<file path="config.mk">
export PLATFORM = sky130hd
export DESIGN_NAME = cpu_2stage
export DESIGN_NICKNAME = d
export VERILOG_FILES = /design/src/rtl/cpu_pkg.sv /design/src/rtl/cpu_regfile.sv /design/src/rtl/cpu_2stage.sv
export SDC_FILE = /design/constraint.sdc
export NUM_CORES = 1
export LEC_CHECK = 0
export ABC_AREA = 1
export CELL_PAD_IN_SITES_DETAIL_PLACEMENT = 1
export CELL_PAD_IN_SITES_GLOBAL_PLACEMENT = 2
export CORE_UTILIZATION = 30
export CTS_CLUSTER_DIAMETER = 60
export CTS_CLUSTER_SIZE = 8
export DETAILED_ROUTE_END_ITERATION = 6
export GPL_ROUTABILITY_DRIVEN = 0
export GPL_TIMING_DRIVEN = 0
export PLACE_DENSITY = 0.81
export SLEW_MARGIN = 20
export SYNTH_ARGS = -nofsm -noshare
export SYNTH_HDL_FRONTEND = slang
export SYNTH_SLANG_ARGS = --single-unit
</file>
<file path="constraint.sdc">
create_clock -name clk -period 6.85 [get_ports clk]
set_clock_uncertainty 0.2 [all_clocks]
set_input_delay 1.37 -clock clk [delete_from_list [all_inputs] [get_ports clk]]
set_output_delay 1.37 -clock clk [all_outputs]
set_load 0.005 [all_outputs]
</file>
<file path="src/rtl/cpu_pkg.sv">
`timescale 1ns/1ps
// -----------------------------------------------------------------------------
// cpu_pkg
// Shared definitions for the cpu_2stage core: machine widths, instruction
// field positions, opcode and ALU function encodings, and immediate
// sign-extension helpers.
// -----------------------------------------------------------------------------
package cpu_pkg;

   localparam int XLEN      = 16;
   localparam int REG_COUNT = 8;
   localparam int RIDX_W    = 3;

   // Instruction field positions
   localparam int OP_MSB = 15;
   localparam int OP_LSB = 12;
   localparam int RD_LSB = 9;
   localparam int RA_LSB = 6;
   localparam int RB_LSB = 3;
   localparam int FN_MSB = 2;
   localparam int FN_LSB = 0;

   // Opcodes 8..E are not listed; they decode as NOP.
   typedef enum logic [3:0] {
      OP_ALU  = 4'h0,
      OP_ADDI = 4'h1,
      OP_LI   = 4'h2,
      OP_LD   = 4'h3,
      OP_ST   = 4'h4,
      OP_BZ   = 4'h5,
      OP_BNZ  = 4'h6,
      OP_JAL  = 4'h7,
      OP_HALT = 4'hF
   } opcode_e;

   typedef enum logic [2:0] {
      FN_ADD  = 3'd0,
      FN_SUB  = 3'd1,
      FN_AND  = 3'd2,
      FN_OR   = 3'd3,
      FN_XOR  = 3'd4,
      FN_SHL  = 3'd5,
      FN_SHR  = 3'd6,
      FN_SLTU = 3'd7
   } alu_fn_e;

   function automatic logic [XLEN-1:0] sext6(input logic [5:0] v);
      return {{(XLEN-6){v[5]}}, v};
   endfunction

   function automatic logic [XLEN-1:0] sext9(input logic [8:0] v);
      return {{(XLEN-9){v[8]}}, v};
   endfunction

endpackage

</file>
<file path="src/rtl/cpu_regfile.sv">
`timescale 1ns/1ps
// -----------------------------------------------------------------------------
// cpu_regfile
// 8 x 16-bit general register file; r0 always reads as zero.
// Ports:
//   clk, rst            clock, synchronous active-high clear of all registers
//   i_ra_addr/o_ra_data asynchronous read port A
//   i_rb_addr/o_rb_data asynchronous read port B
//   i_we, i_rd_addr,    synchronous write port; writes to r0 are dropped
//   i_rd_data
// -----------------------------------------------------------------------------
module cpu_regfile
   import cpu_pkg::*;
(
   input  logic              clk,
   input  logic              rst,
   input  logic [RIDX_W-1:0] i_ra_addr,
   output logic [XLEN-1:0]   o_ra_data,
   input  logic [RIDX_W-1:0] i_rb_addr,
   output logic [XLEN-1:0]   o_rb_data,
   input  logic              i_we,
   input  logic [RIDX_W-1:0] i_rd_addr,
   input  logic [XLEN-1:0]   i_rd_data
);

   logic [XLEN-1:0] r_regs [REG_COUNT];

   // NOTE: non-blocking assignments for all clocked state, so every reader
   // sees the pre-edge value regardless of process order. This array is
   // architectural state that must read zero after reset, so it is cleared
   // here; a large data RAM would not get a reset.
   always_ff @(posedge clk) begin
      if (rst) begin
         for (int i = 0; i < REG_COUNT; i++) begin
            r_regs[i] <= '0;
         end
      end else if (i_we && (i_rd_addr != '0)) begin
         r_regs[i_rd_addr] <= i_rd_data;
      end
   end

   assign o_ra_data = (i_ra_addr == '0) ? '0 : r_regs[i_ra_addr];
   assign o_rb_data = (i_rb_addr == '0) ? '0 : r_regs[i_rb_addr];

endmodule

</file>
<file path="src/rtl/cpu_2stage.sv">
`timescale 1ns/1ps
// -----------------------------------------------------------------------------
// cpu_2stage
// 16-bit two-stage (fetch / execute) in-order core, word addressed, with
// separate instruction and data memory ports (both 1-cycle synchronous read).
// Build option: define CPU_HALT_EN to make opcode F halt the core; otherwise
// opcode F is a NOP and halted is tied low.
// Ports:
//   clk, rst        clock, synchronous active-high reset
//   iaddr / idata   instruction fetch address (= pc) / word, one cycle later
//   raddr, re       data read address and enable; rdata arrives next cycle
//   rdata           data read value
//   waddr, wdata,   data write address, value, enable (written at next edge)
//   we
//   halted          core is halted (CPU_HALT_EN builds only)
// -----------------------------------------------------------------------------
module cpu_2stage
   import cpu_pkg::*;
#(
   parameter logic [XLEN-1:0] RESET_PC = 16'h0000
) (
   input  logic            clk,
   input  logic            rst,
   output logic [XLEN-1:0] iaddr,
   input  logic [XLEN-1:0] idata,
   output logic [XLEN-1:0] raddr,
   input  logic [XLEN-1:0] rdata,
   output logic            re,
   output logic [XLEN-1:0] waddr,
   output logic [XLEN-1:0] wdata,
   output logic            we,
   output logic            halted
);

   logic [XLEN-1:0]   r_pc;
   logic [XLEN-1:0]   r_exec_pc;
   logic              r_exec_valid;
   logic              r_ld_pending;
   logic [RIDX_W-1:0] r_ld_rd;

   opcode_e           w_op;
   alu_fn_e           w_fn;
   logic [RIDX_W-1:0] w_rd, w_ra, w_rb, w_rs2_addr;
   logic [XLEN-1:0]   w_simm6, w_simm9;
   logic [XLEN-1:0]   w_ra_val, w_rs2_val, w_alu_res, w_ea, w_br_target;
   logic              w_active;
   logic [XLEN-1:0]   w_next_pc, w_next_exec_pc;
   logic              w_next_valid, w_ld_start;
   logic              w_rf_we;
   logic [RIDX_W-1:0] w_rf_waddr;
   logic [XLEN-1:0]   w_rf_wdata;

`ifdef CPU_HALT_EN
   logic r_halted;
   logic w_halt_now;
`endif

   assign iaddr = r_pc;

   // Decode
   assign w_op    = opcode_e'(idata[OP_MSB:OP_LSB]);
   assign w_fn    = alu_fn_e'(idata[FN_MSB:FN_LSB]);
   assign w_rd    = idata[RD_LSB +: RIDX_W];
   assign w_ra    = idata[RA_LSB +: RIDX_W];
   assign w_rb    = idata[RB_LSB +: RIDX_W];
   assign w_simm6 = sext6(idata[5:0]);
   assign w_simm9 = sext9(idata[8:0]);

   // The second read port serves rb for ALU ops and rd for ST/BZ/BNZ.
   assign w_rs2_addr = (w_op == OP_ALU) ? w_rb : w_rd;

   // Outputs must stay quiet during reset even if a stale valid is latched.
   assign w_active    = r_exec_valid & ~rst;
   assign w_ea        = w_ra_val + w_simm6;
   assign w_br_target = r_exec_pc + 16'd1 + w_simm9;

   cpu_regfile u_regfile (
      .clk       (clk),
      .rst       (rst),
      .i_ra_addr (w_ra),
      .o_ra_data (w_ra_val),
      .i_rb_addr (w_rs2_addr),
      .o_rb_data (w_rs2_val),
      .i_we      (w_rf_we),
      .i_rd_addr (w_rf_waddr),
      .i_rd_data (w_rf_wdata)
   );

   always_comb begin
      w_alu_res = '0;
      case (w_fn)
         FN_ADD:  w_alu_res = w_ra_val + w_rs2_val;
         FN_SUB:  w_alu_res = w_ra_val - w_rs2_val;
         FN_AND:  w_alu_res = w_ra_val & w_rs2_val;
         FN_OR:   w_alu_res = w_ra_val | w_rs2_val;
         FN_XOR:  w_alu_res = w_ra_val ^ w_rs2_val;
         FN_SHL:  w_alu_res = w_ra_val << w_rs2_val[3:0];
         FN_SHR:  w_alu_res = w_ra_val >> w_rs2_val[3:0];
         FN_SLTU: w_alu_res = {{(XLEN-1){1'b0}}, (w_ra_val < w_rs2_val)};
         default: w_alu_res = '0;
      endcase
   end

   always_comb begin
      // NOTE: every signal gets a default before any branch, so no path
      // leaves one unassigned and no latch is inferred.
      w_next_pc      = r_pc + 16'd1;
      w_next_exec_pc = r_pc;
      w_next_valid   = 1'b1;
      w_ld_start     = 1'b0;
      w_rf_we        = 1'b0;
      w_rf_waddr     = w_rd;
      w_rf_wdata     = '0;
      re             = 1'b0;
      raddr          = '0;
      we             = 1'b0;
      waddr          = '0;
      wdata          = '0;
`ifdef CPU_HALT_EN
      w_halt_now     = 1'b0;
      if (r_halted) begin
         w_next_pc    = r_pc;
         w_next_valid = 1'b0;
      end
`endif

      // Second cycle of a load: the bubble slot returns the data word.
      if (r_ld_pending) begin
         w_rf_we    = 1'b1;
         w_rf_waddr = r_ld_rd;
         w_rf_wdata = rdata;
      end

      if (w_active) begin
         case (w_op)
            OP_ALU: begin
               w_rf_we    = 1'b1;
               w_rf_wdata = w_alu_res;
            end
            OP_ADDI: begin
               w_rf_we    = 1'b1;
               w_rf_wdata = w_ea;
            end
            OP_LI: begin
               w_rf_we    = 1'b1;
               w_rf_wdata = w_simm9;
            end
            OP_LD: begin
               // Hold pc so the word fetched during the bubble is refetched.
               re           = 1'b1;
               raddr        = w_ea;
               w_ld_start   = 1'b1;
               w_next_pc    = r_pc;
               w_next_valid = 1'b0;
            end
            OP_ST: begin
               we    = 1'b1;
               waddr = w_ea;
               wdata = w_rs2_val;
            end
            OP_BZ: begin
               if (w_rs2_val == '0) begin
                  w_next_pc    = w_br_target;
                  w_next_valid = 1'b0;
               end
            end
            OP_BNZ: begin
               if (w_rs2_val != '0) begin
                  w_next_pc    = w_br_target;
                  w_next_valid = 1'b0;
               end
            end
            OP_JAL: begin
               w_rf_we      = 1'b1;
               w_rf_wdata   = r_exec_pc + 16'd1;
               w_next_pc    = w_ra_val;
               w_next_valid = 1'b0;
            end
`ifdef CPU_HALT_EN
            OP_HALT: begin
               w_halt_now   = 1'b1;
               w_next_pc    = r_pc;
               w_next_valid = 1'b0;
            end
`endif
            default: ;
         endcase
      end
   end

   always_ff @(posedge clk) begin
      if (rst) begin
         r_pc         <= RESET_PC;
         r_exec_pc    <= RESET_PC;
         r_exec_valid <= 1'b0;
         r_ld_pending <= 1'b0;
         r_ld_rd      <= '0;
      end else begin
         r_pc         <= w_next_pc;
         r_exec_pc    <= w_next_exec_pc;
         r_exec_valid <= w_next_valid;
         r_ld_pending <= w_ld_start;
         if (w_ld_start) begin
            r_ld_rd <= w_rd;
         end
      end
   end

`ifdef CPU_HALT_EN
   always_ff @(posedge clk) begin
      if (rst) begin
         r_halted <= 1'b0;
      end else if (w_halt_now) begin
         r_halted <= 1'b1;
      end
   end
   assign halted = r_halted;
`else
   assign halted = 1'b0;
`endif

endmodule

</file>
==> metrics.txt <==
initial antenna violation count 1; total gr overflow 0; largest net degree at the start of global routing 20; Starting Density between 30 and 40%; share of cells above drive strength 1 8.47%; vias in the first global route 17,100; Die W approximately 230 um; final setup TNS 0 ps; vias after detailed routing about 17,000; Main synth FF type edfxtp_1; IO Pins between 100 and 150; CTS tree built; asr flop ratio synth 0%; Max Buffers Root-to-Sink 2; CTS Sinks about 170; WP data arrival just over 5000 ps; number of synthesis warnings 0; Final Non-Filler Cells 3,050; total power approximately 3.4 mW; data required time of the worst path between 5000 and 6000 ps; CP endpoint kind primary output; Initial DRT Pass Iterations 5; Slew Limit Fails 0; Yosys reg bits roughly 170; Post-Route WL around 74,000 um; Leak Pwr between 7 and 8 nW; CP max stage delay 530 ps; Post-Synthesis Cells 2,227; highest clock rate between 100 and 150 MHz; period utilization 97.4%; combinational share of power between 30% and 40%; Hold Slack 265 ps; synth top area cells edfxtp_1, nand2_1, a21oi_1, nand3_1, ha_1; Post-CTS Hold Buffers 0; wire length of the first global-routing pass around 110,000 um; WS Path Type input port to primary output; R2R depth 21; clock-pin slew on the worst setup and hold paths 70 ps; Slew HR a little over a fifth; drt wl/cell around 24 um; endpoints failing hold 0; delay-heaviest family, CP buffers and inverters; DRC Markers 0; clock latency on the worst-skew pair 480 ps; P per Cell Area 191 nW/um2; outcome finished clean; core area between 40,000 and 50,000 um2; Antenna Nets Post-Route 0; overall die area 51,300 um2; via density per instance between 5 and 6; IO buf count 99; Seq/Total Area, Yosys just over 30%; switching part of the total ~41%; most used cell, CP nand2_1; Core Rows around 80; Final #Nets between 2,000 and 2,500; CP Max Fanout 10; Finished Cell Area between 15,000 and 20,000 um2; Layout area overhead 19.3%; overall routing resource usage between 20% and 30%; RSZ-0062 raised after global routing false; placed insts about 3,000; htree depth 4; crit path buf inv count 7; critical path depth 22; part of the power in registers about 33%; post-synthesis cell type count 53; Slowest-stage cell, CP clkdlybuf4s50_1; final setup fails 0; syn avg cell area 6.79 um2; measured slew at the worst slew-check pin 1170 ps; NetSw 1.43 mW; CTS Buf Count 17; minimum clock period around 6700 ps; DRT iter0 DRCs 1,614; Post-synth EDFFs approximately 130; Clk network pwr share between 20 and 30%; DP HPWL approximately 57,000 um; critical-path cell list clkdlybuf4s15_2, buf_6, inv_4, clkbuf_4, a21oi_1, o21ai_1, nand2_1, nand2_1, nand2_4, ha_1, inv_1, nor3_1, nand2_1, o211ai_1, a21boi_2, o21ai_2, nand3_1, nand2_1, xor2_2, inv_1, nor2_1, clkdlybuf4s50_1; P_int between 2 and 2.5 mW; Hold Crit Class register to register; Worst Hold Depth 2; top cell type's share of synthesized area between 20% and 30%; largest area contributor in the netlist edfxtp_1; dpl cell area between 15,000 and 20,000 um2; Die H 227 um; critical path launch point type input port; maxcap violations 0; Worst IR Drop VDD 205 uV; synthesized area about 15,000 um2; root buffer cell clkbuf_16
what timing repair did:
item / in CTS / in global routing
pin swaps: 4 / 6
resized for setup: 75 / 50
setup buffers: 4 / 7
setup endpoints to repair: 95 / 59
worst paths after layout:
path / start / end / slack, ps
worst max-delay path: idata[6] / raddr[13] / 180
worst min-delay path: r_ld_rd[2] / r_ld_rd[2] / 260
worst max register to register: u_regfile.r_regs[4][0] / u_regfile.r_regs[1][14] / 2070
worst min register to register: r_ld_rd[2] / r_ld_rd[2] / 260
layer usage:
layer / up-vias / global-route usage, % / wire (um)
met5: - / 0 / 0
met4: 0 / 11.1 / 2690
met3: 135 / 4.67 / 5150
met2: 703 / 46.9 / 33800
met1: 8403 / 37.8 / 32100
li1: 7798 / - / -
through the flow:
| step | util, % | worst slack [ps] |
|---|---|---|
| 2_1_floorplan | - | 1060 |
| 3_3_place_gp | 34.5 | -2040 |
| 5_1_grt | 36.5 | 14.4 |
| 6_report | 36.5 | 180 |
| 3_5_place_dp | 34.5 | -2100 |
| 4_1_cts | 36.1 | 11.9 |
layout by cell type (no fill, tap or decap), drive strengths merged:
cell           synthesis  routed
dfxtp                 37      37
o22ai                 20      20
a211oi                 4       4
bufinv                 0       1
nand3b                 9       9
o21bai                 6       6
nand2                535     535
a2111oi                2       2
xor2                  44      44
o21ai                152     152
nand3                239     239
o211ai                46      46
clkbuf                61      73
inv                  270     280
a21oi                270     270
ha                    81      81
a31oi                  7       7
a31o                   1       1
clkinv                 5       7
diode                  0       1
clkdlybuf4s50          0      95
o221ai                13      13
clkinvlp               0       2
nor4                   2       2
edfxtp               128     128
xnor2                 10      10
a221oi                 1       1
o2111ai                2       2
clkdlybuf4s15          0       2
o31ai                  3       3
buf                   37      55
a21boi                 1       1
or2                    5       5
fa                     4       4
nor2                 182     182
a21o                   1       1
conb                   1      17
nor3                  29      29
o21a                   1       1
nand4                 18      18
flip-flops by register name, summed over array words and instances (netlist names):
name and flops:
u_regfile.r_regs 128, r_ld_pending 1, r_exec_valid 1, r_ld_rd 3, r_exec_pc 16, iaddr 16
cell usage after synthesis (4+ instances only):
cell / count
fa_1: 4
buf_6: 11
ha_1: 81
a211oi_1: 4
inv_1: 256
xor2_1: 44
nand2_1: 509
o211ai_1: 45
o221ai_1: 13
o22ai_1: 20
nor3_1: 28
a31oi_1: 7
a21oi_1: 269
dfxtp_1: 37
edfxtp_1: 128
nand3_2: 9
nand3b_1: 9
clkinv_1: 5
inv_2: 14
o21ai_1: 12
nand2_4: 6
xnor2_1: 10
nor2_1: 176
buf_4: 13
buf_2: 10
o21bai_1: 6
nand3_1: 230
nand2_2: 19
clkbuf_1: 61
o21ai_0: 138
nand4_1: 18
cell type report:
type | instances | area, um2
Antenna cell | 1 | 2.50
Buffer | 97 | 624
Clock buffer | 17 | 425
Clock inverter | 15 | 159
Fill cell | 6282 | 31300
Inverter | 275 | 1040
Multi-Input combinational cell | 1705 | 9300
Sequential cell | 165 | 4580
Tap cell | 664 | 831
Timing Repair Buffer | 111 | 1070
cell families (layout without fill, tap and decap cells):
kind of cell / count (synthesis) / count (layout) / share of synthesized area, %
flops: 165 / 165 / 30.3
xor+xnor: 54 / 54 / 3.13
fa+ha+maj: 85 / 85 / 7.23
simple gates: 1019 / 1019 / 29.6
other cells: 1 / 18 / 0.0248
buf+inv: 373 / 515 / 10.2
compound gates: 530 / 530 / 19.5
tightest hold or removal path, delay by kind of cell, from the launching register on:
family          cells  cell delay, ps
compound gates      1              60
buf+inv             1              60
flops               1             300
power by group through the flow:
stage | Clock, mW | Combinational [mW] | Sequential [mW]
after floorplan | 0 | 0.762 | 1.15
after global placement | 0 | 1.18 | 1.16
after detailed placement | 0 | 1.20 | 1.16
after CTS | 1.01 | 1.23 | 1.14
after global routing | 1.04 | 1.39 | 1.14
final | 1.01 | 1.29 | 1.14
Power figures use the tool's default switching activity.
